## src/rtl/reg_file_ctrl.sv

```systemverilog
// reg_file_ctrl: register file for the MIPS_Lite datapath.
// It has two combinational read ports, one write port whose destination is
// rd_addr or rs_addr, and an optional hardwired-zero entry 0. A clear engine
// zeroes one entry per cycle when clr_req is seen.
// Optional macro REGFILE_BYPASS_EN: when it is defined, a write in flight is
// forwarded to any read port whose address matches the write address.
//
// state    | meaning
// ---------+-------------------------------------------------------------
// ST_IDLE  | normal operation; writes accepted, clr_req starts a clear
// ST_CLEAR | one entry zeroed per cycle at cnt_q; writes rejected
module reg_file_ctrl #(
    parameter int DATA_W   = 8,
    parameter int ADDR_W   = 3,
    parameter int ZERO_REG = 0
) (
    input  logic              clk,
    input  logic              rst,
    input  logic [ADDR_W-1:0] rs_addr,
    input  logic [ADDR_W-1:0] rt_addr,
    input  logic [ADDR_W-1:0] rd_addr,
    input  logic              dest_sel,
    input  logic              wr_en,
    input  logic [DATA_W-1:0] wr_data,
    input  logic              clr_req,
    output logic [DATA_W-1:0] rs_data,
    output logic [DATA_W-1:0] rt_data,
    output logic [DATA_W-1:0] save_data,
    output logic              busy,
    output logic              wr_drop
);

    localparam int DEPTH = 2 ** ADDR_W;

    typedef enum logic {
        ST_IDLE  = 1'b0,
        ST_CLEAR = 1'b1
    } state_t;

    state_t            state_q;
    state_t            state_d;
    logic [ADDR_W-1:0] cnt_q;
    logic [ADDR_W-1:0] waddr;
    logic [DATA_W-1:0] mem_q [DEPTH];
    logic              cnt_last;
    logic              wr_zero;
    logic              wr_ok;
    logic              wr_drop_q;

    assign waddr    = dest_sel ? rs_addr : rd_addr;
    assign cnt_last = (cnt_q == ADDR_W'(DEPTH - 1));
    // A write to entry 0 is discarded silently when entry 0 is hardwired.
    assign wr_zero  = (ZERO_REG != 0) && (waddr == '0);

    // State register
    always_ff @(posedge clk or negedge rst) begin
        if (!rst) begin
            state_q <= ST_IDLE;
        end else begin
            state_q <= state_d;
        end
    end

    // Next-state logic; clr_req is ignored while a clear is already running
    always_comb begin
        state_d = state_q;
        case (state_q)
            ST_IDLE:  if (clr_req)  state_d = ST_CLEAR;
            ST_CLEAR: if (cnt_last) state_d = ST_IDLE;
            default:  state_d = ST_IDLE;
        endcase
    end

    // Output decode: busy comes straight from the state flop
    always_comb begin
        busy  = (state_q == ST_CLEAR);
        wr_ok = wr_en && (state_q == ST_IDLE) && !wr_zero;
    end

    // Clear counter: held at 0 in IDLE, so a new clear always starts at entry 0
    always_ff @(posedge clk or negedge rst) begin
        if (!rst) begin
            cnt_q <= '0;
        end else if (state_q == ST_CLEAR) begin
            cnt_q <= cnt_q + ADDR_W'(1);
        end else begin
            cnt_q <= '0;
        end
    end

    // Storage array: the clear engine has priority, and writes are blocked while busy
    always_ff @(posedge clk or negedge rst) begin
        if (!rst) begin
            for (int i = 0; i < DEPTH; i++) begin
                mem_q[i] <= '0;
            end
        end else if (state_q == ST_CLEAR) begin
            mem_q[cnt_q] <= '0;
        end else if (wr_ok) begin
            mem_q[waddr] <= wr_data;
        end
    end

    // Rejected-write flag: one pulse for each cycle in which a write is refused
    always_ff @(posedge clk or negedge rst) begin
        if (!rst) begin
            wr_drop_q <= 1'b0;
        end else begin
            wr_drop_q <= wr_en && (state_q == ST_CLEAR);
        end
    end

    assign wr_drop = wr_drop_q;

    // Read ports, with the hardwired zero and the optional write forwarding
    always_comb begin
        rs_data = mem_q[rs_addr];
        rt_data = mem_q[rt_addr];
        if ((ZERO_REG != 0) && (rs_addr == '0)) rs_data = '0;
        if ((ZERO_REG != 0) && (rt_addr == '0)) rt_data = '0;
`ifdef REGFILE_BYPASS_EN
        if (wr_ok && (rs_addr == waddr)) rs_data = wr_data;
        if (wr_ok && (rt_addr == waddr)) rt_data = wr_data;
`else
`endif
        save_data = rs_data;
    end

endmodule

```

## config.mk

```make
export PLATFORM = sky130hd
export DESIGN_NAME = reg_file_ctrl
export DESIGN_NICKNAME = d
export VERILOG_FILES = /design/src/rtl/reg_file_ctrl.sv
export SDC_FILE = /design/constraint.sdc
export NUM_CORES = 1
export LEC_CHECK = 0
export CORE_MARGIN = 1
export CORE_UTILIZATION = 30
export CTS_CLUSTER_SIZE = 8
export DETAILED_ROUTE_END_ITERATION = 16
export PLACE_DENSITY = 0.46
export SYNTH_ARGS = -nofsm -noshare
export SYNTH_HDL_FRONTEND = slang
export SYNTH_SLANG_ARGS = --single-unit
```

## constraint.sdc

```tcl
create_clock -name clk -period 9 [get_ports clk]
set_clock_uncertainty 0.15 [all_clocks]
set_input_delay 2.25 -clock clk [delete_from_list [all_inputs] [get_ports clk]]
set_output_delay 2.25 -clock clk [all_outputs]
set_load 0.05 [all_outputs]
```

==> impl_results.md, run 1 <==
- Setup Buffers After CTS: 0
- Net switching power: 608.3 uW
- Clk buf depth: 2
- Yosys warns: 0
- RSZ-0062 raised after global routing: no
- Synth cell types: 34
- CTS Sinks: 69
- CTS buffer count: 9
- Final nets: 377
- DR DRC count: 0
- Relative slew slack: between 20% and 30%
- Critical path class: in2out
- Tot GR Track Use: 18.38%
- Count of final hold-check violations: 0
- First-pass GRT wire length: 18,540 um
- R2R Setup Slk: just under 7000 ps
- Mapped Area: 0.004074 sq mm
- Post-Synthesis Cells: 318
- R2R cell count: 3
- CP startpoint kind: input pin
- # port buffers: 47
- Syn nets: 342
- CTS tree: built
- PnR worst setup slack: 1562 ps
- Die area: 0.01405 sq mm
- Worst-margin pin slew: 1097 ps
- Share of cells above drive strength 1: 22.63%
- Drt pass-1 iters: 4
- Core area: 0.01324 sq mm
- Most frequent cells in the layout: 69 x dfrtp_1, 64 x nand2_1, 64 x mux2i_1, 46 x clkdlybuf4s50_1, 32 x mux4_2
- CP endpoint kind: output port
- Hpwl dp: 7406 um
- Worst-path clk slew: 50 ps
- CP max-delay cell: clkdlybuf4s50_1
- Crit path time final: 7438 ps
- Chip Width: ~120 um
- Root buffer cell: clkbuf_16
- Final WL: roughly 12,000 um
- Initial drt markers: 129
- CTS Hold Buffers Added: 0
- Max VDD drop: 193.0 uV
- Hold Path Stages: 2
- Post-cts sizing count: 0
- Worst-skew pair later-pin latency: 330 ps
- Antenna violations before repair: 0
- Status: completed
- Main synth FF type: dfrtp_1
- Final setup TNS: 0 ps
- FILL cells: 1,311
- Clk pwr share: 23.0%
- Synth Area per Inst: 12.81 sq um
- Die Y: about 120 um
- H-tree levels: 3
- # Max-Cap Violations: 0
- HP Class: reg2reg
- Initial Util: 30.76%
- Largest net degree at the start of global routing: 70
- Commonest non-fill, non-tap cell in the layout: dfrtp_1
- Number of synthesized flops with an enable pin: 0
- CP Max Fanout: 20
- Antenna diodes: 0
- FFs w/ async S/R, synth: 100.0%
- Row count: 42
- Leak Pwr: 0.002186 uW
- Seq cells post-synth: 69
- Routed len/inst: 22.12 um
- GPL Wtd Cong: 0.7080
- Sequential element share of the synthesized area: between 40% and 50%
- Setup violations, final: 0
- CP Data Arrival Time: 5040 ps
- Crit path cell chain: clkdlybuf4s50_1 -> mux4_2 -> mux2_2 -> clkdlybuf4s50_1
- Combinational share of power: between 40% and 50%
- Mean number of vias per cell: 5.159
- Power Dens Cells: 309.0 mW/mm^2
- Critical Path Max Stage Delay: 1190 ps
- Switching Fraction: between 40 and 50%
- Internal power: 910.9 uW
- Fmax achieved: 134.4 MHz
- Reg power frac: 35.1%
- Vias in the first global route: 2,926
- Vias: 2,755
- Antenna violation net count after detailed routing: 0
- CP required: 6600 ps
- Slew Viols, Final: 0
- Total I/O pin count: 48
- Cell mode on critical path: clkdlybuf4s50_1
- Synthesis-to-finish area growth: 20.70%
- Final worst-path cycle share: between 80% and 90%
- Placement Setup Slack: 1566 ps
- Overflow after GRT: 0
routing by layer:
layer / up-vias / track usage (%) / routed length [um] / part of all wire (%)
met3: 12 / 4.392 / 519 / 4.4
met5: - / 0 / 0 / 0
met1: 1442 / 25.00 / 5407 / 46
met4: 0 / 5.854 / 174 / 1.5
li1: 1219 / - / - / -
met2: 82 / 28.80 / 5709 / 48
synthesized netlist by cell type, types with 2 or more instances:
library cell	number	area share [%]
nand4bb_1	3	0.83
o211ai_1	2	0.37
nor2b_1	2	0.31
a211oi_4	3	1.5
nand4b_1	3	0.65
clkbuf_8	3	1.0
buf_2	4	0.49
buf_4	9	1.7
inv_1	8	0.74
mux2i_1	64	16
buf_1	5	0.46
and2_1	3	0.46
nand2_1	64	5.9
dfrtp_1	69	42
nor3b_1	2	0.37
mux4_2	32	18
nand3b_1	2	0.37
mux2_2	17	4.7
ha_1	2	0.61
clkbuf_1	7	0.65
cell type report:
type                       instances  area [sq um]  share of cell area, %
multi-input combinational        212          2132                  43.36
sequential                        69          1727                  35.11
timing repair buffer              53         510.5                  10.38
clock buffer                      13         280.3                  5.700
tap                              176         220.2                  4.478
inverter                           8         30.03                 0.6107
clock inverter                     3         17.52                 0.3562
sequential cells by signal, indices dropped and copies added, names as in the netlist:
name and count:
mem_q 64, cnt_q 3, busy 1, wr_drop 1
per-stage QoR:
step | area [sq um] | total power, uW | hold WS [ps] | std cells | util, %
after floorplan | 4074 | 987.5 | 358.4 | 318 | -
after global placement | 4619 | 1169 | 375.2 | 518 | 34.88
after detailed placement | 4619 | 1179 | 388.0 | 518 | 34.88
after CTS | 4917 | 1538 | 394.8 | 534 | 37.13
after global routing | 4917 | 1608 | 406.2 | 534 | 37.13
final | 4917 | 1519 | 391.5 | 534 | 37.13
worst paths after layout:
path,from,end
max,rs_addr[1],rs_data[7]
min,mem_q[9],mem_q[9]
max reg2reg,busy,mem_q[10]
min reg2reg,mem_q[9],mem_q[9]
max in group asynchronous,rst,mem_q[5]
min in group asynchronous,rst,busy
cell families (layout without fill, tap and decap cells):
group	after synthesis	count (layout)	share of synthesized area [%]
buffers and inverters	37	77	5.283
multiplexers	114	114	38.67
flip-flops	69	69	42.38
adder cells (fa/ha/maj)	2	2	0.6142
AO/OA/AOI/OAI	9	9	2.764
AND/OR/NAND/NOR	87	87	10.29
power by group through the flow:
stage	Clock, uW	Sequential (uW)	Combinational [uW]
finish	349	533	637
global route	372	554	682
CTS	359	532	647
detailed placement	0	536	643
global placement	0	531	638
floorplan	0	502	486
worst max-delay path: cells and delay by family:
family   cells  cell delay, ps
mux          2             880
buf+inv      2            1890
Power figures use the tool's default switching activity.
==> inputs of run 2 (changes only) <==
--- a/config.mk
+++ b/config.mk
@@ -9,7 +9,7 @@
 export CORE_UTILIZATION = 30
 export CTS_CLUSTER_SIZE = 8
 export DETAILED_ROUTE_END_ITERATION = 16
-export PLACE_DENSITY = 0.46
+export PLACE_DENSITY = 0.48
 export SYNTH_ARGS = -nofsm -noshare
 export SYNTH_HDL_FRONTEND = slang
 export SYNTH_SLANG_ARGS = --single-unit
==> constraint.sdc (replaced) <==
create_clock -name clk -period 6.4 [get_ports clk]
set_clock_uncertainty 0.15 [all_clocks]
set_input_delay 1.6 -clock clk [delete_from_list [all_inputs] [get_ports clk]]
set_output_delay 1.6 -clock clk [all_outputs]
set_load 0.05 [all_outputs]
==> impl_results.md, run 2 (same netlist as run 1, synthesis figures left out) <==
- Reg area: 0.001727 sq mm
- Worst-skew pair later-pin latency: 340 ps
- Initial drt markers: 210
- Share of cells above drive strength 1: 28.49%
- Routed len/inst: 21.57 um
- Multi-input combinational cell area: 0.002132 sq mm
- Chip Width: 118.5 um
- First-pass GRT wire length: 17,890 um
- Register bank with the most flops: mem_q
- Hold WS: 389.8 ps
- CP endpoint kind: output port
- Core area: 0.01324 sq mm
- CP Data Arrival Time: 3800 ps
- Commonest non-fill, non-tap cell in the layout: dfrtp_1
- CTS Hold Buffers Added: 0
- Tot GR Track Use: 17.84%
- Setup violations, final: 0
- Max FFs per register: 64
- Drt pass-1 iters: 4
- GPL Wtd Cong: 0.7331
- Fmax achieved: 180.1 MHz
- Root buffer cell: clkbuf_16
- H-tree levels: 3
- Setup Buffers After CTS: 0
- Slew Viols, Final: 0
- Initial Util: a little under a third
- # port buffers: 47
- Antenna violations before repair: 0
- CP Max Fanout: 5
- CP required: 4650 ps
- Power Dens Cells: 435.9 mW/mm^2
- DR DRC count: 0
- HP Class: reg2reg
- Antenna diodes: 0
- Die Y: 118.5 um
- Relative slew slack: between 30% and 40%
- Total I/O pin count: 48
- Placed cells: 519
- Worst-margin pin slew: 941.0 ps
- Count of final hold-check violations: 0
- Overflow after GRT: 0
- CP startpoint kind: input pin
- Placed inst area: 0.004572 sq mm
- Largest registers: mem_q (64), cnt_q (3)
- Total power draw: 2115 uW
- Status: completed
- Largest net degree at the start of global routing: 70
- Leak Pwr: around 0.0022 uW
- Most frequent cells in the layout: 69 x dfrtp_1, 64 x nand2_1, 64 x mux2i_1, 32 x mux4_2, 29 x buf_4
- Hpwl dp: 7546 um
- CTS tree: built
- Mean number of vias per cell: 5.056
- Die area: 0.01405 sq mm
- Crit path time final: 5553 ps
- Clk buf depth: 2
- Critical path class: in2out
- Final Cell Area: 0.004853 sq mm
- Post-cts sizing count: 0
- Vias: 2,700
- Final WL: 11,520 um
- FILL cells: 1,317
- Non-filler cells, final: 534
- Final nets: 378
- Final worst-path cycle share: 86.76%
- Synthesis-to-finish area growth: 19.13%
- Antenna violation net count after detailed routing: 0
- CTS Sinks: 69
- Vias in the first global route: 2,791
- Max VDD drop: 220.6 uV
- CTS buffer count: 9
- Worst-path clk slew: about 50 ps
- # Max-Cap Violations: 0
- Final setup TNS: 0 ps
- RSZ-0062 raised after global routing: no
- Row count: 42
-- run 2: cell count changes in the layout (fill, tap and decap cells not counted), sizes merged --
cell           delta
clkinv            +1
buf              +23
clkbuf            -3
clkdlybuf4s50    -22
bufinv            +1
-- run 2: area by class of cell --
| class | instances | share of cell area (%) |
|---|---|---|
| inverter | 8 | 0.6187 |
| clock inverter | 5 | 1.083 |
| multi-input combinational | 212 | 43.93 |
| timing repair buffer | 54 | 9.539 |
| tap | 176 | 4.537 |
| sequential | 69 | 35.58 |
| clock buffer | 10 | 4.718 |
-- run 2: critical path: stages --
cell and delay, ps:
clkdlybuf4s50_1 670, mux4_2 550, mux2_2 270, clkdlybuf4s50_1 700
-- run 2: where the power goes --
group	total, uW	internal, uW	switching, uW	leakage (uW)
clock network	487	297	190	0.000138
registers	750	601	149	0.000934
logic	879	356	522	0.00115
total	2120	1260	860	0.00222
-- run 2: through the flow --
step,utilization (%),setup slack (ps)
finish,36.65,847.0
global route,36.65,751.4
CTS,36.65,812.5
detailed placement,34.52,817.4
global placement,34.52,825.2
floorplan,-,1449
-- run 2: worst paths after layout --
| kind | slack [ps] | to | cells past startpoint | startpoint |
|---|---|---|---|---|
| min reg2reg | 390 | mem_q[34] | 2 | mem_q[34] |
| min in group asynchronous | 1330 | mem_q[21] | 2 | rst |
| max reg2reg | 4190 | mem_q[10] | 3 | busy |
| max | 850 | rt_data[6] | 4 | rt_addr[0] |
| max in group asynchronous | 4140 | mem_q[3] | 2 | rst |
| min | 390 | mem_q[34] | 2 | mem_q[34] |
-- run 2: routing by layer --
layer / wire [um] / track usage (%) / up-vias
met3: 591 / 4.392 / 16
met1: 5719 / 26.37 / 1368
met5: 0 / 0 / -
li1: - / - / 1222
met2: 5041 / 26.10 / 94
met4: 168 / 4.193 / 0
